File: src/rtl/layer_seq_if.sv
// Control bundle between the layer sequencer and its surroundings: start/abort/stall/ack in,
// phase strobes, indices and the cycle counter out.
interface layer_seq_if #(
  parameter int NUM_LAYERS = 2,
  parameter int IDX_W      = 10,
  parameter int PERF_W     = 20
);
  localparam int LW = (NUM_LAYERS > 1) ? $clog2(NUM_LAYERS) : 1;

  logic                  start;
  logic                  abort;
  logic                  stall;
  logic                  done_ack;
  logic                  busy;
  logic                  done;
  logic                  aborted;
  logic [LW-1:0]         layer_idx;
  logic [IDX_W-1:0]      row_idx;
  logic [NUM_LAYERS-1:0] mac_clr;
  logic [NUM_LAYERS-1:0] bias_init;
  logic [NUM_LAYERS-1:0] mac_en;
  logic [NUM_LAYERS-1:0] act_en;
  logic                  load_img;
  logic                  find_max;
  logic [PERF_W-1:0]     perf_cycles;

  modport master (
    input  start, abort, stall, done_ack,
    output busy, done, aborted, layer_idx, row_idx, mac_clr, bias_init,
           mac_en, act_en, load_img, find_max, perf_cycles
  );

  modport slave (
    output start, abort, stall, done_ack,
    input  busy, done, aborted, layer_idx, row_idx, mac_clr, bias_init,
           mac_en, act_en, load_img, find_max, perf_cycles
  );
endinterface

File: src/rtl/layer_seq_fsm.sv
// Sequencer for the N-layer MLP datapath: clear, image load, per-layer bias/setup/MAC/activation,
// argmax, then a done/ack handshake. Outputs are registered from the next-state decode.
module layer_seq_fsm #(
  parameter int                          NUM_LAYERS = 2,
  parameter int                          IDX_W      = 10,
  parameter logic [NUM_LAYERS*IDX_W-1:0] IN_SIZES   = {10'd32, 10'd784},
  parameter int                          SETUP_CYC  = 2,
  parameter int                          ACT_CYC    = 2,
  parameter int                          PERF_W     = 20
) (
  input logic         clk,
  input logic         rst,
  layer_seq_if.master bus
);
  localparam int LW    = (NUM_LAYERS > 1) ? $clog2(NUM_LAYERS) : 1;
  localparam int CW    = (IDX_W > 4) ? IDX_W : 4;
  localparam int NL_P2 = 1 << LW;

  typedef enum logic [3:0] {
    S_IDLE, S_INIT, S_LOAD, S_BIAS, S_SETUP, S_MAC, S_ACT, S_ARGMAX, S_DONE
  } state_t;

  state_t                state_q, state_d;
  logic [LW-1:0]         layer_q, layer_d;
  logic [CW-1:0]         cnt_q, cnt_d;
  logic [PERF_W-1:0]     perf_q, perf_d;
  logic                  aborted_q, aborted_d;
  logic                  busy_q, busy_d, done_q, done_d;
  logic                  load_q, load_d, fmax_q, fmax_d;
  logic [NUM_LAYERS-1:0] clr_q, clr_d, bias_q, bias_d, mac_q, mac_d, act_q, act_d;
  logic [LW-1:0]         lidx_q, lidx_d;
  logic [IDX_W-1:0]      row_q, row_d;
  logic [NUM_LAYERS-1:0] oh;
  logic [IDX_W-1:0]      n_rows;
  logic                  in_busy;
  logic                  last_layer;

  // Padded to a power of two so the layer counter can index without a range check.
  logic [IDX_W-1:0] size_tbl [NL_P2];
  for (genvar g = 0; g < NL_P2; g++) begin : g_size
    if (g < NUM_LAYERS) begin : g_real
      assign size_tbl[g] = IN_SIZES[g*IDX_W +: IDX_W];
    end else begin : g_pad
      assign size_tbl[g] = IDX_W'(1);
    end
  end

  assign n_rows     = size_tbl[layer_q];
  assign last_layer = (layer_q == LW'(NUM_LAYERS - 1));
  assign in_busy    = (state_q != S_IDLE) && (state_q != S_DONE);

  always_comb begin
    state_d   = state_q;
    layer_d   = layer_q;
    cnt_d     = cnt_q;
    aborted_d = 1'b0;
    if (bus.abort && in_busy) begin
      state_d   = S_IDLE;
      layer_d   = '0;
      cnt_d     = '0;
      aborted_d = 1'b1;
    end else begin
      case (state_q)
        S_IDLE: if (bus.start) state_d = S_INIT;
        S_INIT: begin
          state_d = S_LOAD;
          cnt_d   = '0;
        end
        S_LOAD: begin
          if (cnt_q == CW'(1)) begin
            state_d = S_BIAS;
            layer_d = '0;
            cnt_d   = '0;
          end else cnt_d = cnt_q + CW'(1);
        end
        S_BIAS: begin
          state_d = (SETUP_CYC == 0) ? S_MAC : S_SETUP;
          cnt_d   = '0;
        end
        S_SETUP: begin
          if (cnt_q == CW'(SETUP_CYC - 1)) begin
            state_d = S_MAC;
            cnt_d   = '0;
          end else cnt_d = cnt_q + CW'(1);
        end
        S_MAC: begin
          if (!bus.stall) begin
            if (cnt_q == CW'(n_rows) - CW'(1)) begin
              state_d = last_layer ? S_ARGMAX : S_ACT;
              cnt_d   = '0;
            end else cnt_d = cnt_q + CW'(1);
          end
        end
        S_ACT: begin
          if (cnt_q == CW'(ACT_CYC - 1)) begin
            state_d = S_BIAS;
            layer_d = layer_q + LW'(1);
            cnt_d   = '0;
          end else cnt_d = cnt_q + CW'(1);
        end
        S_ARGMAX: begin
          if (cnt_q == CW'(1)) begin
            state_d = S_DONE;
            cnt_d   = '0;
          end else cnt_d = cnt_q + CW'(1);
        end
        S_DONE: if (bus.done_ack) state_d = bus.start ? S_INIT : S_IDLE;
        default: state_d = S_IDLE;
      endcase
    end

    perf_d = perf_q;
    if (state_d == S_INIT) perf_d = PERF_W'(1);
    else if ((state_d != S_IDLE) && (state_d != S_DONE) && (perf_q != '1))
      perf_d = perf_q + PERF_W'(1);

    oh     = NUM_LAYERS'(1) << layer_d;
    busy_d = (state_d != S_IDLE) && (state_d != S_DONE);
    done_d = (state_d == S_DONE);
    clr_d  = (state_d == S_INIT) ? '1 : '0;
    load_d = (state_d == S_LOAD) && (cnt_d == '0);
    fmax_d = (state_d == S_ARGMAX) && (cnt_d == '0);
    bias_d = (state_d == S_BIAS) ? oh : '0;
    mac_d  = (state_d == S_MAC) ? oh : '0;
    act_d  = ((state_d == S_ACT) && (cnt_d == '0)) ? oh : '0;
    lidx_d = (state_d inside {S_BIAS, S_SETUP, S_MAC, S_ACT}) ? layer_d : '0;
    row_d  = (state_d == S_MAC) ? cnt_d[IDX_W-1:0] : '0;
  end

  always_ff @(posedge clk) begin
    if (rst) begin
      state_q   <= S_IDLE;
      layer_q   <= '0;
      cnt_q     <= '0;
      perf_q    <= '0;
      aborted_q <= 1'b0;
      busy_q    <= 1'b0;
      done_q    <= 1'b0;
      load_q    <= 1'b0;
      fmax_q    <= 1'b0;
      clr_q     <= '0;
      bias_q    <= '0;
      mac_q     <= '0;
      act_q     <= '0;
      lidx_q    <= '0;
      row_q     <= '0;
    end else begin
      state_q   <= state_d;
      layer_q   <= layer_d;
      cnt_q     <= cnt_d;
      perf_q    <= perf_d;
      aborted_q <= aborted_d;
      busy_q    <= busy_d;
      done_q    <= done_d;
      load_q    <= load_d;
      fmax_q    <= fmax_d;
      clr_q     <= clr_d;
      bias_q    <= bias_d;
      mac_q     <= mac_d;
      act_q     <= act_d;
      lidx_q    <= lidx_d;
      row_q     <= row_d;
    end
  end

  // Stall gates the enable in the same cycle; the registered state only marks the MAC phase.
  assign bus.mac_en      = mac_q & {NUM_LAYERS{~bus.stall}};
  assign bus.busy        = busy_q;
  assign bus.done        = done_q;
  assign bus.aborted     = aborted_q;
  assign bus.layer_idx   = lidx_q;
  assign bus.row_idx     = row_q;
  assign bus.mac_clr     = clr_q;
  assign bus.bias_init   = bias_q;
  assign bus.act_en      = act_q;
  assign bus.load_img    = load_q;
  assign bus.find_max    = fmax_q;
  assign bus.perf_cycles = perf_q;
endmodule

File: src/flat_wrapper.sv
// flat-port wrapper written by rule: the top's interface ports become plain ports
module layer_seq_fsm_flat 
#(
  parameter int                          NUM_LAYERS = 2,
  parameter int                          IDX_W      = 10,
  parameter logic [NUM_LAYERS*IDX_W-1:0] IN_SIZES   = {10'd32, 10'd784},
  parameter int                          SETUP_CYC  = 2,
  parameter int                          ACT_CYC    = 2,
  parameter int                          PERF_W     = 20
)
  (clk, rst, bus_start, bus_abort, bus_stall, bus_done_ack, bus_busy, bus_done, bus_aborted, bus_layer_idx, bus_row_idx, bus_mac_clr, bus_bias_init, bus_mac_en, bus_act_en, bus_load_img, bus_find_max, bus_perf_cycles);
  layer_seq_if #(.NUM_LAYERS(NUM_LAYERS), .IDX_W(IDX_W), .PERF_W(PERF_W)) bus_i ();
  input logic clk;
  input logic rst;
  input wire logic [$bits(bus_i.start)-1:0] bus_start;
  input wire logic [$bits(bus_i.abort)-1:0] bus_abort;
  input wire logic [$bits(bus_i.stall)-1:0] bus_stall;
  input wire logic [$bits(bus_i.done_ack)-1:0] bus_done_ack;
  output wire logic [$bits(bus_i.busy)-1:0] bus_busy;
  output wire logic [$bits(bus_i.done)-1:0] bus_done;
  output wire logic [$bits(bus_i.aborted)-1:0] bus_aborted;
  output wire logic [$bits(bus_i.layer_idx)-1:0] bus_layer_idx;
  output wire logic [$bits(bus_i.row_idx)-1:0] bus_row_idx;
  output wire logic [$bits(bus_i.mac_clr)-1:0] bus_mac_clr;
  output wire logic [$bits(bus_i.bias_init)-1:0] bus_bias_init;
  output wire logic [$bits(bus_i.mac_en)-1:0] bus_mac_en;
  output wire logic [$bits(bus_i.act_en)-1:0] bus_act_en;
  output wire logic [$bits(bus_i.load_img)-1:0] bus_load_img;
  output wire logic [$bits(bus_i.find_max)-1:0] bus_find_max;
  output wire logic [$bits(bus_i.perf_cycles)-1:0] bus_perf_cycles;
  assign bus_i.start = bus_start;
  assign bus_i.abort = bus_abort;
  assign bus_i.stall = bus_stall;
  assign bus_i.done_ack = bus_done_ack;
  assign bus_busy = bus_i.busy;
  assign bus_done = bus_i.done;
  assign bus_aborted = bus_i.aborted;
  assign bus_layer_idx = bus_i.layer_idx;
  assign bus_row_idx = bus_i.row_idx;
  assign bus_mac_clr = bus_i.mac_clr;
  assign bus_bias_init = bus_i.bias_init;
  assign bus_mac_en = bus_i.mac_en;
  assign bus_act_en = bus_i.act_en;
  assign bus_load_img = bus_i.load_img;
  assign bus_find_max = bus_i.find_max;
  assign bus_perf_cycles = bus_i.perf_cycles;
  layer_seq_fsm #(.NUM_LAYERS(NUM_LAYERS), .IDX_W(IDX_W), .IN_SIZES(IN_SIZES), .SETUP_CYC(SETUP_CYC), .ACT_CYC(ACT_CYC), .PERF_W(PERF_W)) u_core (.clk(clk), .rst(rst), .bus(bus_i));
endmodule
File: config.mk
export PLATFORM = sky130hd
export DESIGN_NAME = layer_seq_fsm_flat
export DESIGN_NICKNAME = d
export VERILOG_FILES = /design/src/rtl/layer_seq_if.sv /design/src/rtl/layer_seq_fsm.sv /design/src/flat_wrapper.sv
export SDC_FILE = /design/constraint.sdc
export NUM_CORES = 1
export LEC_CHECK = 0
export ABC_AREA = 0
export CAP_MARGIN = 30
export CORE_MARGIN = 2
export CORE_UTILIZATION = 42
export DETAILED_ROUTE_END_ITERATION = 10
export HOLD_SLACK_MARGIN = 0.1
export MAX_ROUTING_LAYER = met4
export PLACE_DENSITY = 0.67
export SYNTH_ARGS = -nofsm -noshare
export SYNTH_HDL_FRONTEND = slang
export SYNTH_SLANG_ARGS = --single-unit
File: constraint.sdc
create_clock -name clk -period 8.15 [get_ports clk]
set_input_delay 1.63 -clock clk [delete_from_list [all_inputs] [get_ports clk]]
set_output_delay 1.63 -clock clk [all_outputs]
set_load 0.05 [all_outputs]
======== Word-level counts from Yosys, hierarchy flattened ========
Index checks and enable logic that the tools add are counted.
storage, ports and cells
  bits in latches ......................... 0
  memory bits (writable) .................. 0
  output and inout port bits .............. 44
  bits in read-only memories .............. 0
  memories kept ........................... 0
  register bits after elaboration ......... 59
  input bits .............................. 6
  word-level logic and storage cells ...... 98
operators by class
  shift-type cells ........................ 1
  eq/ne operators ......................... 21
  div/mod/pow operators ................... 0
  magnitude comparators ................... 1
  multiply operators ...................... 0
  bitwise operators ....................... 7
  mux-type cells .......................... 27
  add/sub/neg operators ................... 4
  reduce and logical (&&, ||, !) cells .... 21
operator list
  kind                                                                  number
  10-bit two-way mux                                                    7
  4-bit by 3-bit == test with 1-bit output, second input constant       8
  4-bit two-way mux                                                     8
  4-bit one-hot mux with 8 select lines                                 1
  10-bit one-hot mux with 3 select lines                                1
  20-bit by 1-bit adder with 20-bit output, second input constant       1
  20-bit inequality test, second input constant                         1
  4-bit by 2-bit == test with 1-bit output, second input constant       4
  2-bit OR reduction                                                    7
  4-bit nonzero test                                                    3
  10-bit by 1-bit adder with 10-bit output, second input constant       1
  10-bit by 1-bit == test with 1-bit output, second input constant      1
  10-bit == test                                                        1
  10-bit logical NOT                                                    1
  10-bit by 1-bit subtractor with 10-bit output, second input constant  1
  4-bit by 1-bit == test with 1-bit output, second input constant       2
  4-bit == test, second input constant                                  2
  1-bit two-way mux                                                     8
  4-bit inequality test, second input constant                          2
  1-bit logical AND                                                     7
  1-bit inverter                                                        5
  4-bit logical NOT                                                     1
  4-bit OR reduction                                                    1
  2-bit bitwise AND                                                     1
  7 further kinds                                                       7

======== Logic depth before layout (Yosys ltp) ========
  depth after elaboration ................. 15
  mapped depth ............................ 12

======== Worst setup path before layout ========
No wires, ideal clock.
  path kind ............................... input port to output port
  start point ............................. in bus_stall
  end point ............................... out bus_mac_en[0]
  arrival ................................. 2.528 ns
  stages on the path ...................... 2
  required time ........................... 6.520 ns
  path buffers ............................ 1
  path slack .............................. 3.992 ns
  cell sequence ........................... clkbuf_1 -> nor2b_1
on the way
  word-level cells in the longest chain between the ends .. 2
ends and longest elaborated chain
  what               line                  text
  from (decl)        flat_wrapper.sv:17    input wire logic [$bits(bus_i.stall)-1:0] bus_stall;
  1-bit inverter     layer_seq_fsm.sv:167  assign bus.mac_en = mac_q & {NUM_LAYERS{~bus.stall}};
  2-bit bitwise AND  layer_seq_fsm.sv:167
  to (decl)          flat_wrapper.sv:26    output wire logic [$bits(bus_i.mac_en)-1:0] bus_mac_en;
Every way passes these cells.

======== Worst setup path after layout ========
  start point ............................. in bus_stall
  end point ............................... out bus_mac_en[1]
The elaborated chain is that of the path after synthesis.

==> results.txt <==
CP endpoint kind -> primary output
# hold bufs at CTS -> 0
Vias -> 2778
Predominant post-synthesis flop cell -> dfxtp_1
Class of the worst hold path -> register to register
Syn. warnings -> 0
Area occupied by multi-input gates -> 0.00162 mm^2
CP required -> 6.52 ns
Total power per unit cell area -> 186 mW/mm^2
Status -> completed
CORE AREA -> 0.00679 mm^2
Clock Skews -> 0.0117 ns
Share of cells above drive strength 1 -> 8.04%
PortBufs -> 49
Post-route DRC -> 0
Sink Count -> 58
Setup Viol. Count Final -> 0
Ys async rst share -> 0%
Drt wl/cell -> 14.8 um
RSZ-0062 raised after global routing -> false
Drt total wl -> 7290 um
Post-cts resize count -> 0
Root Driver -> clkbuf_8
Max-cap violations -> 0
Clock Path Buffers -> 2
CTS Buf Count -> 9
Drt via density -> 5.62
#FFs+latches synth -> 58
Leakage power -> 1.16 nW
Area growth syn-to-layout -> 23.9%
First-pass GRT wire length -> 12100 um
Slew headroom -> 34.9%
# Post-CTS Setup Buffers -> 0
Worst setup margin -> 3.17 ns
Number of enable flip-flop cells after synthesis -> 0
Die ar. -> 0.00768 mm^2
Worst-margin pin slew -> 0.964 ns
Hpwl dp -> 5330 um
Die height -> 87.7 um
Startpoint types -> input pin
Iteration-0 DRC count of the detailed router -> 137
CTS tree -> done
Boundary Pins -> 50
Vias in the first global route -> 2529
Crit path max fanout -> 14
Crit path DAT -> 3.35 ns
WS Path Type -> input pin to primary output
FP Rows -> 30
Minimum clock period after layout -> 4.98 ns
Cells after Synth -> 353
Total Nets Final -> 403
Final period util -> 61.1%
Starting Density -> 43.3%
DR pass1 iterations -> 5
Post-DP Area -> 0.00344 mm^2
Seq/Total Area, Yosys -> 39.5%
H-tree depth -> 3
Clock transition at path regs -> 0.07 ns
All-layer global routing usage -> 20.8%
Largest net degree at the start of global routing -> 24
Fin area -> 0.00364 mm^2
ANT cells -> 0
Worst skew pair latency -> 0.34 ns
Mapped Avg Cell Area -> 8.33 um^2
Die width -> 87.7 um
Overflow after GRT -> 0
Post-DRT Antenna Nets -> 0
Area of the mapped netlist -> 0.00294 mm^2
Final Hold Viols -> 0
Post-synth net total -> 363
Final Slew Violations -> 0
VDD IR max -> 76.6 uV
Max Clk Rate -> 201 MHz
Fin Setup TNS -> 0 ns
FF/Latch Area -> 0.00116 mm^2
Count of different cell masters after synthesis -> 66
Antenna violations before repair -> 0
Routability congestion estimate -> 0.907
Final-layout fill cell count -> 631
Post-place setup slack -> 3.17 ns
where the power goes:
group	leakage [nW]	total (W)	switching (W)	internal [W]
Clock	0.0986	0.000275	0.000117	0.000157
Sequential	0.468	0.000297	0.00000758	0.000290
Combinational	0.595	0.000106	0.0000699	0.0000359
critical path: stages:
cell and delay, ns:
clkdlybuf4s50_1 0.68, nor2b_1 0.22, clkdlybuf4s50_1 0.82
through the flow:
| step | power (W) | hold slack, ns | std cells | util (%) |
|---|---|---|---|---|
| 2_1_floorplan | 0.000389 | 0.623 | 353 | - |
| 3_3_place_gp | 0.000405 | 0.478 | 477 | 50.3 |
| 3_5_place_dp | 0.000410 | 0.488 | 478 | 50.6 |
| 4_1_cts | 0.000684 | 0.498 | 494 | 53.6 |
| 5_1_grt | 0.000705 | 0.524 | 494 | 53.6 |
| 6_report | 0.000678 | 0.492 | 494 | 53.6 |
registers in the layout, summed over array words and instances (netlist names):
name / flops
u_core.bus.aborted: 1
u_core.bus.act_en: 2
u_core.bus.bias_init: 2
u_core.bus.busy: 1
u_core.bus.done: 1
u_core.bus.find_max: 1
u_core.bus.layer_idx: 1
u_core.bus.load_img: 1
u_core.bus.mac_clr: 1
u_core.bus.perf_cycles: 20
u_core.bus.row_idx: 10
u_core.cnt_q: 10
u_core.last_layer: 1
u_core.mac_q: 2
u_core.state_q: 4
cells in the final DEF (no fill, tap or decap), types with 8 or more instances in the layout:
cell             synthesis  final
clkbuf_8                 0     11
nand4_1                  9      9
nand3_1                 14     14
o21ai_1                  9      9
nor2_1                  48     48
inv_1                    8      8
o21ai_0                 11     11
or3_1                   14     14
clkdlybuf4s50_1          0     49
dfxtp_1                 58     58
nor3_1                  11     11
a21oi_1                 26     26
nand2_1                 25     25
final timing paths:
path	from	end	slack, ns	cells after the start
min reg2reg	u_core.bus.perf_cycles[15]	u_core.bus.perf_cycles[15]	0.49	2
max reg2reg	u_core.cnt_q[0]	u_core.bus.perf_cycles[19]	5.12	9
min	u_core.bus.perf_cycles[15]	u_core.bus.perf_cycles[15]	0.49	2
max	bus_stall	bus_mac_en[1]	3.17	3
cell families after synthesis:
group                      share of synthesized area [%]
muxes                                               1.83
buffers and inverters                               5.41
xor gates and xnor gates                           0.894
and+or+nand+nor                                     31.4
adders and majority gates                           1.70
AOI/OAI and AO/OA                                   19.3
DFF                                                 39.5
routing by layer:
layer  wire (um)  vias to the layer above  track usage, %
met2        3480                       97            33.7
met5           0                        -               -
met4         114                        0            8.25
met1        3330                     1295            25.2
li1            -                     1375               -
met3         362                       11            4.43
layout make-up:
type                    instances  area share [%]
repair buffers                 50            13.9
clock inverters                 4            1.37
multi-input cells             266            44.5
inverters                       8           0.825
well taps                      96            3.30
flip-flops and latches         58            31.9
clock buffers                  12            4.26
Yosys cell counts, types with 3 or more instances:
cell type	n	area share [%]
dfxtp_1	58	40
nor2_1	48	6.1
a21oi_1	26	4.4
nand2_1	25	3.2
nand3_1	14	2.4
or3_1	14	3.0
clkbuf_1	11	1.4
nor3_1	11	1.9
o21ai_0	11	1.9
nand4_1	9	1.9
o21ai_1	9	1.5
inv_1	8	1.0
and2_1	6	1.3
nand2b_1	6	1.3
nor2b_1	5	1.1
o31ai_1	5	1.3
or4_1	5	1.3
a31oi_1	4	0.85
ha_1	4	1.7
mux2i_1	4	1.4
or2_2	4	0.85
buf_2	3	0.51
nor4_1	3	0.64
o22ai_1	3	0.64
xor2_1	3	0.89
No activity file was read; power rests on OpenSTA's default activity.
